<file path="src/rtl/tau_bus_pkg.sv">
// Shared types and helpers for the tau-processor register bus sequencer.
package tau_bus_pkg;

  // Command opcodes; 2'b10 and 2'b11 are reserved and rejected.
  typedef enum logic [1:0] {
    OP_MOVE  = 2'b00,
    OP_CLEAR = 2'b01
  } op_t;

  // Sequencer states.
  typedef enum logic [2:0] {
    IDLE,
    READ,
    WRITE,
    CLEAR,
    DONE
  } seq_state_t;

  // True for the opcodes the sequencer knows how to execute.
  function automatic logic is_valid_op(input logic [1:0] op);
    return (op == OP_MOVE) || (op == OP_CLEAR);
  endfunction

endpackage

</file>
<file path="src/rtl/onehot_decoder.sv">
// Index-to-one-hot decoder with an enable; an out-of-range index gives all zeros.
module onehot_decoder #(
  parameter int N     = 4,
  parameter int SEL_W = 2
) (
  input  logic             en,
  input  logic [SEL_W-1:0] sel,
  output logic [N-1:0]     onehot
);

  for (genvar gi = 0; gi < N; gi++) begin : g_bit
    assign onehot[gi] = en && (sel == SEL_W'(gi));
  end

endmodule

</file>
<file path="src/rtl/register_bus_sequencer.sv">
// Bus initiator that copies one register into another (MOVE) or clears one
// register (CLEAR) by sequencing per-register enable/read/write/reset strobes.
module register_bus_sequencer
  import tau_bus_pkg::*;
#(
  parameter int  NUM_REGS  = 4,
  parameter int  WORD_SIZE = 8,
  localparam int SEL_W     = (NUM_REGS > 1) ? $clog2(NUM_REGS) : 1
) (
  input  logic                          clock,
  input  logic                          reset,
  input  logic                          req_valid,
  output logic                          req_ready,
  input  logic [1:0]                    req_op,
  input  logic [SEL_W-1:0]              req_src,
  input  logic [SEL_W-1:0]              req_dst,
  input  logic [NUM_REGS*WORD_SIZE-1:0] reg_outputs,
  output logic [NUM_REGS-1:0]           reg_enable,
  output logic [NUM_REGS-1:0]           reg_read,
  output logic [NUM_REGS-1:0]           reg_write,
  output logic [NUM_REGS-1:0]           reg_reset,
  output logic [WORD_SIZE-1:0]          bus_value,
  output logic                          done,
  output logic                          error
);

  localparam logic [SEL_W:0] IDX_LIMIT = (SEL_W + 1)'(NUM_REGS);

  seq_state_t       state;
  logic [1:0]       op_reg;
  logic [SEL_W-1:0] src_reg;
  logic [SEL_W-1:0] dst_reg;
  logic             err_flag;

  logic             cmd_bad;
  logic [NUM_REGS-1:0] src_onehot;
  logic [NUM_REGS-1:0] dst_onehot;
  logic [WORD_SIZE-1:0] slices [NUM_REGS];

  // Classify the command on the request bus; only fields the op uses are range checked.
  always_comb begin
    cmd_bad = 1'b0;
    if (!is_valid_op(req_op)) begin
      cmd_bad = 1'b1;
    end else if ({1'b0, req_dst} >= IDX_LIMIT) begin
      cmd_bad = 1'b1;
    end else if (req_op == OP_MOVE) begin
      cmd_bad = ({1'b0, req_src} >= IDX_LIMIT) || (req_src == req_dst);
    end
  end

  // Sequencer FSM: accept in IDLE, then walk READ/WRITE or CLEAR, finishing in DONE.
  always_ff @(posedge clock or posedge reset) begin
    if (reset) begin
      state    <= IDLE;
      op_reg   <= 2'b00;
      src_reg  <= '0;
      dst_reg  <= '0;
      err_flag <= 1'b0;
    end else begin
      case (state)
        IDLE: begin
          if (req_valid) begin
            op_reg  <= req_op;
            src_reg <= req_src;
            dst_reg <= req_dst;
            if (cmd_bad) begin
              err_flag <= 1'b1;
              state    <= DONE;
            end else if (req_op == OP_MOVE) begin
              state <= READ;
            end else begin
              state <= CLEAR;
            end
          end
        end
        READ:    state <= (op_reg == OP_MOVE) ? WRITE : DONE;
        WRITE:   state <= DONE;
        CLEAR:   state <= DONE;
        DONE: begin
          err_flag <= 1'b0;
          state    <= IDLE;
        end
        default: state <= IDLE;
      endcase
    end
  end

  // Source strobes only in READ; destination strobes in WRITE or CLEAR.
  onehot_decoder #(.N(NUM_REGS), .SEL_W(SEL_W)) u_src_dec (
    .en     (state == READ),
    .sel    (src_reg),
    .onehot (src_onehot)
  );

  onehot_decoder #(.N(NUM_REGS), .SEL_W(SEL_W)) u_dst_dec (
    .en     ((state == WRITE) || (state == CLEAR)),
    .sel    (dst_reg),
    .onehot (dst_onehot)
  );

  for (genvar gi = 0; gi < NUM_REGS; gi++) begin : g_slice
    assign slices[gi] = reg_outputs[gi*WORD_SIZE +: WORD_SIZE];
  end

  // Ready is forced low while reset is held so nothing is offered during reset.
  assign req_ready  = (state == IDLE) && !reset;
  assign reg_read   = src_onehot;
  assign reg_write  = (state == WRITE) ? dst_onehot : '0;
  assign reg_reset  = (state == CLEAR) ? dst_onehot : '0;
  assign reg_enable = src_onehot | reg_write;
  assign bus_value  = (state == WRITE) ? slices[src_reg] : '0;
  assign done       = (state == DONE);
  assign error      = (state == DONE) && err_flag;

endmodule
</file>
<file path="config.mk">
export PLATFORM = sky130hd
export DESIGN_NAME = register_bus_sequencer
export DESIGN_NICKNAME = d
export VERILOG_FILES = /design/src/rtl/tau_bus_pkg.sv /design/src/rtl/onehot_decoder.sv /design/src/rtl/register_bus_sequencer.sv
export SDC_FILE = /design/constraint.sdc
export NUM_CORES = 1
export LEC_CHECK = 0
export CORE_UTILIZATION = 44
export CTS_BUF_LIST = sky130_fd_sc_hd__clkbuf_4 sky130_fd_sc_hd__clkbuf_8
export CTS_CLUSTER_DIAMETER = 50
export CTS_CLUSTER_SIZE = 8
export DETAILED_ROUTE_END_ITERATION = 10
export DONT_BUFFER_PORTS = 1
export GPL_TIMING_DRIVEN = 0
export SKIP_LAST_GASP = 1
export SLEW_MARGIN = 15
export SYNTH_ARGS = -nofsm -noshare
export SYNTH_HDL_FRONTEND = slang
export SYNTH_SLANG_ARGS = --single-unit
</file>
<file path="constraint.sdc">
create_clock -name clock -period 1.33 [get_ports clock]
set_input_delay 0.133 -clock clock [delete_from_list [all_inputs] [get_ports clock]]
set_output_delay 0.133 -clock clock [all_outputs]
set_load 0.01 [all_outputs]
</file>
==> flow_summary.toml, run 1 <==
[power]
power.density_nw_per_um2 = 1490
peakVddDrop_mv = 1.23
p_leak_nw = 0.609

[run_status]
run_status = "finished, violations left"
violations = "setup timing"

[critical_path]
worstPathRequired_ns = 1.20
critPathArrivalTime_ns = 1.53
cp_top_family = "multiplexers"
path_cells = "buf_6, buf_8, mux4_2, nor2b_4"
critPathSlowestCell = "mux4_2"
path_buf_inv = 2
slowest_delay_ns = 0.50
crit_type = "register to output pin"
cp_max_fo = 6
start_kind = "register"
endpoint_kind = "output pin"

[clocking]
clk_pin_slew_ns = 0.07
root_buffer = "clkbuf_4"
cts_inserted_buffers = 3
clk_latency_ns = 0.26
cts.path.max_buffers = 2
cts_tree = "yes"
cts.sinks = 10
cts_max_level = 1

[sta]
slew_viol_final = 0
hold_ws_ns = 0.0126
fmax_ghz = 0.603
layout_setup_ws_ns = -0.328
finalCriticalPeriod_ns = 1.66
tns_ns = -5.46
max_slew_margin_pct = 73.4
clock_skew_ns = 0.000738
worstMarginPinSlew_ns = 0.398
finalHoldViolCount = 0
setup_viol = 33
rsz0062_at_grt = "yes"
min_period_over_period_pct = 125

[global_routing]
antenna_found_initial = 0
grt_util_all_layers_pct = 19.2
grt_first_pass_wirelength_um = 3020
grt_pass1_vias = 684
grt-ovfl-total = 0
grt_max_degree = 11

[logic_synthesis]
ys_ff_latch = 10
yosysTopAreaCell = "dfrtp_1"
synth_area_leaders = "dfrtp_1, mux4_1, mux4_2, mux2_2, nor2b_4"
syn-num-nets = 126
ys_seq_area_share_pct = 26.9
synth_cell_type_count = 34
yosysWarningCount = 0
avgSynthCellArea_um2 = 10.9
syn_area_um2 = 930
synth_top_area_share_pct = 26.9
synth_cells = 85

[routing]
drt_pre_antenna_iters = 2
drc = 0
via_per_inst = 5.56
wl_per_cell_um = 17.7
vias = 790
drt-total-wl_um = 2510
final_antenna_net_count = 0
first_iter_violations = 5

[die]
dieArea_um2 = 2300
fp-row-count = 16
io_pins = 68
die_h_um = 48.0
core-area_um2 = 1980
initial_core_util_pct = 46.9
fp.dieW_um = 48.0

[flow_run]
maxCapViolCount = 0

[finish]
top_register = "state"
fin_nets = 157
final_cell_mix = "buf_4, nor2_4, nor2b_4, dfrtp_1, buf_6"
largest_register_ffs = 3
layout_commonest_cell = "buf_4"
diodes = 0
drive_gt1_share_pct = 72.2
syn2layout_area_growth_pct = 65.0

[placed_design]
place_hpwl_um = 1460
io_buffers = 0
gp_congestion = 0.750
preCtsSetupSlack_ns = -0.101

[worst_hold_path]
min_path_type = "input pin to register"
-- final cells by class --
cell class | count | area, um2
Fill cell | 122 | 448
Inverter | 3 | 11.3
Tap cell | 27 | 33.8
Multi-Input combinational cell | 66 | 876
Buffer | 5 | 65.1
Sequential cell | 10 | 253
Timing Repair Buffer | 27 | 259
Clock buffer | 4 | 36.3
-- cell usage after synthesis (all sizes together) --
| cell type | instances |
|---|---|
| dfrtp | 10 |
| nor2 | 10 |
| mux4 | 8 |
| nor2b | 8 |
| buf | 6 |
| mux2 | 6 |
| and2 | 4 |
| inv | 3 |
| nand2b | 3 |
| o21bai | 3 |
| a21oi | 2 |
| a31oi | 2 |
| and2b | 2 |
| nand2 | 2 |
| nand3 | 2 |
| xnor2 | 2 |
| a21boi | 1 |
| and4 | 1 |
| nand4 | 1 |
| nor3 | 1 |
| nor3b | 1 |
| nor4 | 1 |
| nor4b | 1 |
| o21ai | 1 |
| o22ai | 1 |
| or2 | 1 |
| or3b | 1 |
| or4b | 1 |
-- layer usage --
metal / track usage, % / up-vias / wire, um
met3: 1.51 / 2 / 113
met2: 32.7 / 35 / 1350
li1: - / 371 / -
met1: 25.5 / 382 / 1030
met4: 6.67 / 0 / 16
met5: 0 / - / 0
-- what timing repair did --
item,in CTS,in global routing
resized for setup,61,18
pin swaps,13,9
hold endpoints to repair,10,4
setup endpoints to repair,33,35
gates cloned,1,0
buffers inserted,13,9
hold buffers,1,4
-- path summary, 6_finish.rpt --
path / endpoint / startpoint / slack, ns / cells past startpoint
max in group asynchronous: src_reg[1]$_DFFE_PP0P_ / reset / 0.73 / 2
worst max-delay path: bus_value[6] / src_reg[0]$_DFFE_PP0P_ / -0.33 / 4
min in group asynchronous: state[2]$_DFFE_PP0P_ / reset / 0.29 / 2
worst min register to register: op_reg[1]$_DFFE_PP0P_ / op_reg[1]$_DFFE_PP0P_ / 0.52 / 1
worst max register to register: src_reg[0]$_DFFE_PP0P_ / state[0]$_DFFE_PP0P_ / -0.22 / 5
worst min-delay path: dst_reg[0]$_DFFE_PP0P_ / req_dst[0] / 0.01 / 1
-- where the power goes --
part / switching, mW / leakage [nW] / internal, mW
registers: 0.105 / 0.119 / 0.416
clock network: 0.112 / 0.0210 / 0.166
logic: 0.644 / 0.469 / 0.848
-- metrics by stage --
| step | area (um2) | cells | utilization, % | total power [mW] |
|---|---|---|---|---|
| 3_3_place_gp | 970 | 112 | 48.9 | 1.35 |
| 3_5_place_dp | 970 | 112 | 48.9 | 1.37 |
| 4_1_cts | 1400 | 131 | 70.5 | 2.13 |
| 5_1_grt | 1530 | 142 | 77.4 | 2.42 |
| 2_1_floorplan | 936 | 85 | - | 1.24 |
| 6_report | 1530 | 142 | 77.4 | 2.29 |
-- cells by family (layout without fill, tap and decap cells) --
kind of cell,Yosys count,count (layout),share of synthesized area (%)
compound gates,10,10,6.86
xor+xnor,2,2,1.88
buf+inv,9,39,7.13
flops,10,10,26.9
mux,14,14,28.3
simple gates,40,40,28.9
(Power assumes the default switching activity.)
==> inputs of run 2 (changes only) <==
Settings changed: HOLD_SLACK_MARGIN set to 0.08.
==> flow_summary.toml, run 2 (synthesis gave the netlist of run 1 again) <==
[sta]
fmax_ghz = 0.598
max_slew_margin_pct = 73.3
finalCriticalPeriod_ns = 1.67
clock_skew_ns = 0.00435
setup_viol = 34
finalHoldViolCount = 0
rsz0062_at_grt = "yes"
slew_viol_final = 0
min_period_over_period_pct = 126
worstMarginPinSlew_ns = 0.400
layout_setup_ws_ns = -0.341

[finish]
final_cells = 144
drive_gt1_share_pct = 70.1
final_cell_mix = "buf_4, nor2_4, nor2b_4, dfrtp_1, dlygate4sd3_1"
largest_register_ffs = 3
layout_commonest_cell = "buf_4"
fillCellCount = 118
fin_nets = 159
syn2layout_area_growth_pct = 67.4
fin_util_pct = 78.5
diodes = 0
top_register = "state"

[global_routing]
grt_first_pass_wirelength_um = 3110
grt_max_degree = 11
antenna_found_initial = 0
grt-ovfl-total = 0
grt_util_all_layers_pct = 19.7
grt_pass1_vias = 715

[die]
io_pins = 68
dieArea_um2 = 2300
fp.dieW_um = 48.0
die_h_um = 48.0
fp-row-count = 16
initial_core_util_pct = 46.9
core-area_um2 = 1980

[critical_path]
worstPathRequired_ns = 1.20
slowest_delay_ns = 0.50
crit_type = "register to output pin"
cp_max_fo = 6
endpoint_kind = "output pin"
path_cells = "buf_6, buf_8, mux4_2, nor2b_4"
critPathArrivalTime_ns = 1.54
critPathSlowestCell = "mux4_2"
start_kind = "register"

[routing]
vias = 845
wl_per_cell_um = 17.9
drt-met1-wl_um = 1050
via_per_inst = 5.87
drt_pre_antenna_iters = 4
first_iter_violations = 9
top_layer_used = "met4"
wl_met3_um = 111
drt-total-wl_um = 2580
route.met2.wl_um = 1400
drc = 0
final_antenna_net_count = 0

[clocking]
clk_pin_slew_ns = 0.07
cts.sinks = 10
cts_max_level = 1
root_buffer = "clkbuf_4"
cts_inserted_buffers = 3
cts_tree = "yes"
cts.path.max_buffers = 2
clk_latency_ns = 0.27

[placed_design]
gp_congestion = 0.750
io_buffers = 0
preCtsSetupSlack_ns = -0.101
place_hpwl_um = 1460
dp_cells = 112

[power]
p_leak_nw = 0.616
total_power_mw = 2.31
power.density_nw_per_um2 = 1480
peakVddDrop_mv = 1.16

[worst_hold_path]
min_path_type = "input pin to register"

[run_status]
run_status = "finished, violations left"
violations = "setup timing"

[flow_run]
maxCapViolCount = 0
[run 2: cell count changes in the layout (fill, tap and decap cells not counted), sizes merged]
cell         change
dlygate4sd3      +3
buf              -1
[run 2: repair_timing]
action | in CTS | in global routing
hold buffers | 8 | 0
gates resized for setup | 61 | 18
setup endpoints to repair | 33 | 35
setup buffers | 13 | 8
gates cloned | 1 | 0
pin swaps | 13 | 9
hold endpoints to repair | 20 | 0
[run 2: layout make-up]
cell class | count | area, um2 | share of cell area, %
multi-input combinational | 66 | 876 | 56.3
timing repair buffer | 29 | 282 | 18.1
sequential | 10 | 253 | 16.2
buffer | 5 | 65.1 | 4.18
clock buffer | 4 | 36.3 | 2.33
tap | 27 | 33.8 | 2.17
inverter | 3 | 11.3 | 0.723
[run 2: final timing paths]
check / slack, ns / cells after the start / from / endpoint
max in group asynchronous: 0.74 / 2 / reset / src_reg[1]$_DFFE_PP0P_
min: 0.09 / 2 / req_valid / state[1]$_DFFE_PP0P_
min reg2reg: 0.53 / 1 / op_reg[1]$_DFFE_PP0P_ / op_reg[1]$_DFFE_PP0P_
min in group asynchronous: 0.29 / 2 / reset / dst_reg[1]$_DFFE_PP0P_
max: -0.34 / 4 / src_reg[0]$_DFFE_PP0P_ / bus_value[6]
max reg2reg: -0.21 / 4 / state[1]$_DFFE_PP0P_ / src_reg[0]$_DFFE_PP0P_
[run 2: per-stage QoR]
stage / hold WS, ns / instance area, um2 / TNS, ns
after floorplan: -0.0268 / 936 / -0.0231
after global placement: 0.0160 / 970 / -1.09
after detailed placement: 0.0299 / 970 / -1.32
after CTS: 0.109 / 1470 / -5.01
after global routing: 0.0928 / 1560 / -7.23
final: 0.0926 / 1560 / -5.56
[run 2: worst max-delay path, delay by kind of cell, from the launching register on]
kind | cells | cell delay [ns]
multiplexers | 1 | 0.50
flip-flops | 1 | 0.36
buffers and inverters | 2 | 0.25
AND/OR/NAND/NOR | 1 | 0.16
[run 2: power by group]
| group | switching, mW | total (mW) | internal, mW |
|---|---|---|---|
| Clock | 0.117 | 0.283 | 0.166 |
| Combinational | 0.653 | 1.50 | 0.850 |
| Sequential | 0.109 | 0.525 | 0.416 |
[run 2: per-layer routing]
layer / vias up / global-route usage [%]
met3: 2 / 1.13
met5: - / 0
met1: 426 / 25.5
met4: 0 / 6.67
met2: 38 / 34.9
li1: 379 / -
==> inputs of run 3 (changes only) <==
Settings changed: SETUP_SLACK_MARGIN set to 0.2.
==> flow_summary.toml, run 3 (synthesis gave the netlist of run 1 again) <==
[run_status]
run_status = "finished, violations left"
violations = "setup timing"

[flow_run]
maxCapViolCount = 0

[worst_hold_path]
min_from = "req_op[1]"
worst_hold_path.num_cells = 2
hold_end = "err_flag$_DFFE_PP0P_"
min_path_type = "input pin to register"

[sta]
clock_skew_ns = 0.00393
max_slew_margin_pct = 72.9
fmax_ghz = 0.615
hold_ws_ns = 0.0714
min_period_over_period_pct = 122
finalHoldViolCount = 0
setup_viol = 36
layout_setup_ws_ns = -0.297
worstMarginPinSlew_ns = 0.407
rsz0062_at_grt = "yes"
tns_ns = -6.41
finalCriticalPeriod_ns = 1.63
slew_viol_final = 0

[critical_path]
endpoint_kind = "output pin"
start_kind = "register"
critPathArrivalTime_ns = 1.49
crit-reg2reg-launch = "state[1]$_DFFE_PP0P_"
r2r_cells = 5
worstPathRequired_ns = 1.20
critPathSlowestCell = "dfrtp_1"
r2r_slack_ns = -0.24
slowest_delay_ns = 0.34
path_buf_inv = 3
worst_r2r_endpoint = "src_reg[0]$_DFFE_PP0P_"
cp_max_fo = 6
cp_top_family = "buffers and inverters"
crit_type = "register to output pin"
path_cells = "buf_6, buf_8, buf_4, and2b_2, o21bai_2"

[placed_design]
place_hpwl_um = 1590
io_buffers = 0
gp_congestion = 0.812

[die]
die_h_um = 48.0
io_pins = 68
dieArea_um2 = 2300
core-area_um2 = 1980
fp-row-count = 16
initial_core_util_pct = 46.9
fp.dieW_um = 48.0

[global_routing]
antenna_found_initial = 0
grt_max_degree = 11
grt-ovfl-total = 0
grt_first_pass_wirelength_um = 3110
grt_util_all_layers_pct = 19.1
grt_pass1_vias = 706

[finish]
drive_gt1_share_pct = 72.6
diodes = 0
layout_commonest_cell = "buf_4"
syn2layout_area_growth_pct = 73.1
final_cell_mix = "buf_4, nor2_4, nor2b_4, dfrtp_1, dlygate4sd3_1"
top_register = "state"
largest_register_ffs = 3
fillCellCount = 109
fin_nets = 160

[routing]
drt-total-wl_um = 2720
vias = 839
drt_pre_antenna_iters = 4
first_iter_violations = 12
wl_per_cell_um = 18.9
final_antenna_net_count = 0
via_per_inst = 5.83
drc = 0

[clocking]
clk_latency_ns = 0.27
root_buffer = "clkbuf_4"
cts_tree = "yes"
cts.path.max_buffers = 2
clk_pin_slew_ns = 0.06
cts_inserted_buffers = 3
cts_max_level = 1
cts.sinks = 10

[power]
total_power_mw = 2.36
peakVddDrop_mv = 1.12
p_leak_nw = 0.626
power.density_nw_per_um2 = 1460
[run 3: cell count changes in the layout (fill, tap and decap cells not counted), sizes merged]
cell and change:
clkbuf -1, buf +1
[run 3: repair_timing]
item	CTS	global route
gates resized for setup	36	19
setup endpoints to repair	37	37
hold buffers	8	0
pin swaps	8	11
setup buffers	13	8
cloned	0	0
hold endpoints to repair	19	0
[run 3: through the flow]
step | util [%] | setup WS [ns] | cells | area, um2
after floorplan | - | 0.00527 | 85 | 1070
after global routing | 81.2 | -0.329 | 144 | 1610
after global placement | 55.5 | -0.134 | 112 | 1100
after CTS | 74.4 | -0.289 | 136 | 1480
after detailed placement | 55.5 | -0.135 | 112 | 1100
final | 81.2 | -0.297 | 144 | 1610
[run 3: how the worst max path moves through the flow]
stage | from | end | slack, ns | cells after the start
floorplan | state[1]$_DFFE_PP0P_ | dst_reg[0]$_DFFE_PP0P_ | 0.005 | 4
global placement | state[0]$_DFFE_PP0P_ | reg_enable[1] | -0.13 | 4
detailed placement | state[1]$_DFFE_PP0P_ | dst_reg[0]$_DFFE_PP0P_ | -0.13 | 4
CTS | src_reg[0]$_DFFE_PP0P_ | bus_value[4] | -0.29 | 4
global route | src_reg[0]$_DFFE_PP0P_ | reg_enable[0] | -0.33 | 5
finish | src_reg[0]$_DFFE_PP0P_ | reg_enable[0] | -0.30 | 5
[run 3: area by class of cell]
class	count	area, um2	area share (%)
Inverter	3	18.8	1.17
Buffer	6	83.8	5.21
Multi-Input combinational cell	66	887	55.1
Timing Repair Buffer	29	310	19.3
Sequential cell	10	253	15.7
Tap cell	27	33.8	2.10
Clock buffer	3	22.5	1.40
[run 3: per-layer routing]
layer | routed length (um) | up-vias | global-route usage [%] | share of wire (%)
met5 | 0 | - | 0 | 0
met4 | 62 | 0 | 3.33 | 2.3
met3 | 282 | 9 | 4.53 | 10
met2 | 1360 | 51 | 32.4 | 50
met1 | 1010 | 400 | 24.9 | 37
li1 | - | 379 | - | -
[run 3: where the power goes]
| part | total [mW] | switching, mW | internal [mW] |
|---|---|---|---|
| logic | 1.61 | 0.674 | 0.937 |
| clock network | 0.211 | 0.106 | 0.105 |
| registers | 0.533 | 0.118 | 0.415 |
